--- config.mk ---
export PLATFORM = sky130hd
export DESIGN_NAME = vr_burst_source_flat
export DESIGN_NICKNAME = d
export VERILOG_FILES = /design/src/rtl/vr_pkg.sv /design/src/rtl/valid_ready.sv /design/src/rtl/vr_down_counter.sv /design/src/rtl/vr_burst_source.sv /design/src/flat_wrapper.sv
export SDC_FILE = /design/constraint.sdc
export NUM_CORES = 1
export LEC_CHECK = 0
export CAP_MARGIN = 25
export CORE_MARGIN = 1
export CORE_UTILIZATION = 40
export DETAILED_ROUTE_END_ITERATION = 16
export GPL_ROUTABILITY_DRIVEN = 1
export HOLD_SLACK_MARGIN = 0.06
export MAX_ROUTING_LAYER = met4
export PLACE_DENSITY = 0.68
export SYNTH_ARGS = -nofsm -noshare
export SYNTH_HDL_FRONTEND = slang
export SYNTH_HIERARCHICAL = 1
export SYNTH_SLANG_ARGS = --single-unit
--- constraint.sdc ---
create_clock -name clk -period 1.9 [get_ports clk]
set_input_delay 0.38 -clock clk [delete_from_list [all_inputs] [get_ports clk]]
set_output_delay 0.38 -clock clk [all_outputs]
set_load 0.05 [all_outputs]
--- src/rtl/vr_pkg.sv ---
// vr_pkg: shared types for the valid_ready datapath blocks
package vr_pkg;
    typedef enum logic [1:0] {IDLE, SEND, GAP, DONE} vr_src_state_t;
endpackage

--- src/rtl/valid_ready.sv ---
// valid_ready: single-channel valid/ready handshake bus
interface valid_ready #(parameter int DATA_WIDTH = 8);
    logic                  valid;
    logic                  ready;
    logic [DATA_WIDTH-1:0] data;
    modport Master(output valid, output data, input ready);
    modport Slave(input valid, input data, output ready);
endinterface

--- src/rtl/vr_down_counter.sv ---
// vr_down_counter: loadable down-counter that saturates at zero
module vr_down_counter #(
    parameter int WIDTH = 8
) (
    input  logic             clk,
    input  logic             reset,
    input  logic             load,
    input  logic             en,
    input  logic [WIDTH-1:0] load_value,
    output logic [WIDTH-1:0] value,
    output logic             zero
);
    assign zero = value == '0;
    always_ff @(posedge clk or negedge reset)
        if (!reset) value <= '0;
        else if (load) value <= load_value;
        else if (en && !zero) value <= value - 1'b1;
endmodule

--- src/rtl/vr_burst_source.sv ---
// vr_burst_source: valid_ready master emitting one arithmetic burst per accepted command
module vr_burst_source
    import vr_pkg::*;
#(
    parameter int DATA_WIDTH = 8,
    parameter int LEN_WIDTH  = 8,
    parameter int GAP_WIDTH  = 4
) (
    input  logic                  clk,
    input  logic                  reset,
    input  logic                  cmd_valid,
    output logic                  cmd_ready,
    input  logic [DATA_WIDTH-1:0] cmd_start,
    input  logic [DATA_WIDTH-1:0] cmd_step,
    input  logic [LEN_WIDTH-1:0]  cmd_length,
    input  logic [GAP_WIDTH-1:0]  cmd_gap,
    input  logic                  abort,
    valid_ready.Master            txBus,
    output logic                  busy,
    output logic                  done,
    output logic                  aborted,
    output logic [LEN_WIDTH-1:0]  beat_count
);
    vr_src_state_t         state, next;
    logic                  ready_en, abort_pend, accept, xfer, abort_now;
    logic [DATA_WIDTH-1:0] data_reg, step_reg;
    logic [GAP_WIDTH-1:0]  gap_reg, gap_val;
    logic [LEN_WIDTH-1:0]  rem_val;
    logic                  rem_zero, gap_zero;

    // ready_en keeps cmd_ready low until the first clock after reset release
    assign cmd_ready   = state == IDLE && ready_en;
    assign accept      = cmd_valid && cmd_ready;
    assign xfer        = state == SEND && txBus.ready;
    assign abort_now   = abort_pend || abort;
    assign txBus.valid = state == SEND;
    assign txBus.data  = data_reg;
    assign busy        = state != IDLE;
    assign done        = state == DONE;
    assign aborted     = done && abort_pend;

    vr_down_counter #(.WIDTH(LEN_WIDTH)) u_remaining (
        .clk(clk), .reset(reset), .load(accept), .en(xfer),
        .load_value(cmd_length), .value(rem_val), .zero(rem_zero)
    );

    vr_down_counter #(.WIDTH(GAP_WIDTH)) u_gap_timer (
        .clk(clk), .reset(reset), .load(xfer), .en(state == GAP),
        .load_value(gap_reg), .value(gap_val), .zero(gap_zero)
    );

    always_comb begin
        next = state;
        case (state)
            IDLE: if (accept) next = cmd_length == '0 ? DONE : SEND;
            SEND: if (xfer) next = (rem_val == 1 || rem_zero || abort_now) ? DONE : gap_reg == '0 ? SEND : GAP;
            GAP:  next = abort_now ? DONE : (gap_val == 1 || gap_zero) ? SEND : GAP;
            default: next = IDLE;
        endcase
    end

    always_ff @(posedge clk or negedge reset) begin
        if (!reset) begin
            state      <= IDLE;
            ready_en   <= 1'b0;
            abort_pend <= 1'b0;
            data_reg   <= '0;
            step_reg   <= '0;
            gap_reg    <= '0;
            beat_count <= '0;
        end else begin
            state      <= next;
            ready_en   <= 1'b1;
            abort_pend <= done ? 1'b0 : abort_pend || (busy && abort);
            if (accept) begin
                data_reg   <= cmd_start;
                step_reg   <= cmd_step;
                gap_reg    <= cmd_gap;
                beat_count <= '0;
            end
            if (xfer) begin
                data_reg   <= data_reg + step_reg;
                beat_count <= beat_count + 1'b1;
            end
        end
    end
endmodule

--- src/flat_wrapper.sv ---
// flat-port wrapper written by rule: the top's interface ports become plain ports
module vr_burst_source_flat import vr_pkg::*;
#(
    parameter int DATA_WIDTH = 8,
    parameter int LEN_WIDTH  = 8,
    parameter int GAP_WIDTH  = 4
)
  (clk, reset, cmd_valid, cmd_ready, cmd_start, cmd_step, cmd_length, cmd_gap, abort, busy, done, aborted, beat_count, txBus_valid, txBus_data, txBus_ready);
  valid_ready #(.DATA_WIDTH(DATA_WIDTH)) txBus_i ();
  input  logic clk;
  input  logic reset;
  input  logic cmd_valid;
  output logic cmd_ready;
  input  logic [DATA_WIDTH-1:0] cmd_start;
  input  logic [DATA_WIDTH-1:0] cmd_step;
  input  logic [LEN_WIDTH-1:0] cmd_length;
  input  logic [GAP_WIDTH-1:0] cmd_gap;
  input  logic abort;
  output logic busy;
  output logic done;
  output logic aborted;
  output logic [LEN_WIDTH-1:0] beat_count;
  output wire logic [$bits(txBus_i.valid)-1:0] txBus_valid;
  output wire logic [$bits(txBus_i.data)-1:0] txBus_data;
  input wire logic [$bits(txBus_i.ready)-1:0] txBus_ready;
  assign txBus_valid = txBus_i.valid;
  assign txBus_data = txBus_i.data;
  assign txBus_i.ready = txBus_ready;
  vr_burst_source #(.DATA_WIDTH(DATA_WIDTH), .LEN_WIDTH(LEN_WIDTH), .GAP_WIDTH(GAP_WIDTH)) u_core (.clk(clk), .reset(reset), .cmd_valid(cmd_valid), .cmd_ready(cmd_ready), .cmd_start(cmd_start), .cmd_step(cmd_step), .cmd_length(cmd_length), .cmd_gap(cmd_gap), .abort(abort), .txBus(txBus_i), .busy(busy), .done(done), .aborted(aborted), .beat_count(beat_count));
endmodule
==> results.md <==
- Outcome: complete, but fails checks
- Failing checks: negative setup slack
- CTS Hold Buffers Added: 0
- Routed vias/inst: 5.51
- Sequential area share after synthesis: about 43%
- Total track usage: between 20 and 25%
- Post-Syn Nets: approximately 320
- Maximum vdd drop: between 900 and 1000 uV
- Synth top area cells: dfrtp_1, nand2_1, ha_1
- Worst-skew pair later-pin latency: 0.29 ns
- Design area: between 0.003 and 0.004 mm2
- Ys async rst share: 100%
- M1 GR Usage: 31.0%
- Count of port buffers added during placement: 53
- Data arrival, critical path: 2.13 ns
- Post-synth top area cell: dfrtp_1
- Slew margin rel.: 49.6%
- Fmax: between 500 and 600 MHz
- Synthesis-to-layout area growth: 41.5%
- Grt total ovfl: 0
- Delay-heaviest family, CP: simple AND/OR/NAND/NOR gates
- Final Skew: about 0.0036 ns
- Fin cells: 440
- Met3 Use GR: ~3.2%
- Ports: 54
- TritonRoute pass-1 iters: 4
- Predominant post-synthesis flop cell: dfrtp_1
- Cell Area, Synth: about 0.0025 mm2
- Setup slack after layout: -0.00968 ns
- Worst-Margin Slew: roughly 0.75 ns
- Total core area: about 0.006 mm2
- Share of the synthesized area in the top cell type: approximately 43%
- Max FO, Critical Path: 2
- Total chip power: ~6.3 mW
- Max incr delay on CP: approximately 0.4 ns
- Max-cap check violation count: 0
- Post-Place Worst Slack: -0.256 ns
- Root buf cell: clkbuf_8
- Hold Path Class: primary input to asynchronous set/reset pin
- Post-Route Utilization: about 60%
- Initial core utilization: approximately 42%
- Cell count after synthesis: 273
- Die footprint: about 0.0067 mm2
- TNS Setup: -0.00968 ns
- RSZ-0062 raised after global routing: yes
- Global route hottest layer: met2
- Final #Nets: a little over 400
- Final Wtd Congestion: 0.902
- Final Cycle Share: 101%
- Placed insts: 431
- Via count: approximately 2,400
- Crit path time final: roughly 1.9 ns
- Count of state elements after synthesis: 44
- 1st-iter DRT viols: roughly 130
- Initial antenna violation count: 0
- Startpoint type of the worst setup path: register
- Final Hold Viols: 0
- # H-tree levels: 2
- Leakage: between 1.5 and 2 nW
- First-pass GRT wire length: about 11,000 um
- Post-DP HPWL: approximately 4900 um
- Number of synthesized flops with an enable pin: 0
- Setup Viol. Count Final: 1
- Drt wl/cell: roughly 15 um
- Placement Cell Area: ~0.0035 mm2
- Antenna-violating nets left: 0
- Number of diodes: 0
- Final wirelength: approximately 6700 um
- Row cnt: 28
- CTS tree: yes
- Critical setup path kind: register to register
- Clock-pin slew on the worst setup and hold paths: ~0.08 ns
- Num CTS Buffers: 5
- WHS: between 0.07 and 0.08 ns
- Die Y: a little over 80 um
- Data required time at the worst endpoint: about 2.1 ns
- Worst Path Buf+Inv: 2
- Largest net degree at the start of global routing: 27
- Vias in the first global route: between 2,000 and 2,500
- Layout cells sized above 1: between 20 and 30%
- Sinks on Clock Net: 44
- Crit-path slowest cell: or3b_4
- Die Span X: between 80 and 90 um
- Synth Warn #: 6
- Post-synthesis cell type count: 68
- DRC: 0
- Slew Limit Fails: 0
- GR Util met2: between 30% and 40%
- Pwr per Cell Area: roughly 1700 mW/mm2
- Clk buf depth: 2
- Critical path, cell by cell: inv_1, ha_2, or3b_4, nor2_2, a2111oi_1, buf_4, a31oi_1, o22ai_1, o21ai_1
- Mean Syn Cell Area: 9.33 um2
- Worst Setup End Kind: register
cells in the final DEF, fill, tap and decap left out, types with 6 or more instances in the layout:
master / netlist / layout
buf_4: 0 / 53
nand2_1: 49 / 49
dfrtp_1: 44 / 38
clkdlybuf4s50_1: 0 / 31
nand3_1: 13 / 13
inv_1: 12 / 12
nor2_1: 14 / 12
o21ai_0: 12 / 12
a21oi_1: 9 / 9
ha_1: 11 / 7
clkbuf_8: 0 / 6
buf_12: 0 / 6
nor3_1: 6 / 6
dfrtp_2: 0 / 6
timing repair:
action,in CTS,in global routing
pin swaps,0,2
endpoints found under the hold margin,0,0
resized for setup,3,3
endpoints found under the setup margin,2,4
buffers inserted,0,1
metal layers:
metal	wire length (um)	part of all wire, %	vias to the layer above
met3	341	5.1	6
li1	-	-	1177
met5	0	0	-
met1	3160	47	1169
met4	63	0.94	0
met2	3110	47	74
synthesized netlist by cell type (2+ instances only):
library cell   n
nor2_1        14
or4_1          5
a21oi_1        9
o21ai_1        5
a22oi_1        5
nor4b_1        2
and3_1         3
dfrtp_1       44
nor3_1         6
o31ai_1        2
buf_2          4
buf_6          2
xnor2_1        4
nor2b_1        2
nand2_1       49
mux2i_1        2
or3_1          2
a31oi_1        4
nand3_1       13
nor3b_1        4
a221o_1        5
ha_1          11
nand2_4        2
o21ai_0       12
nand4_1        4
inv_1         12
nor4_1         5
area by class of cell:
class	count	area, um2
fillers	548	2420
flip-flops and latches	44	1110
well taps	75	93.8
multi-input cells	207	1400
clock buffers	7	86.3
inverters	15	71.3
repair buffers	91	833
clock inverters	1	7.51
cells by family after synthesis:
logic type	Yosys count	synth area share [%]
compound gates	63	17.5
xor+xnor	5	1.72
fa+ha+maj	12	6.19
buf+inv	22	4.18
flops	44	43.2
mux	2	0.786
other cells	1	0.147
simple gates	124	26.2
power breakdown:
part / total [mW] / internal (mW) / leakage (nW) / switching [mW]
Combinational: 3.92 / 1.81 / 1.05 / 2.11
Sequential: 1.74 / 1.36 / 0.542 / 0.379
Clock: 0.619 / 0.296 / 0.0445 / 0.323
Total: 6.27 / 3.46 / 1.64 / 2.81
worst paths after layout:
path                                                    end  slack, ns                   startpoint  cells past startpoint
worst max register to register              u_core/state[0]      -0.01  u_core/u_remaining/value[1]                      9
worst min register to register         u_core/beat_count[5]       0.49         u_core/beat_count[5]                      1
worst min-delay path                   u_core/beat_count[1]       0.08                        reset                      1
min in group clk                       u_core/beat_count[5]       0.49         u_core/beat_count[5]                      1
worst max-delay path                        u_core/state[0]      -0.01  u_core/u_remaining/value[1]                      9
max in group asynchronous       u_core/u_remaining/value[1]       1.22                        reset                      2
Note: power is estimated with default switching activity, not from simulation.
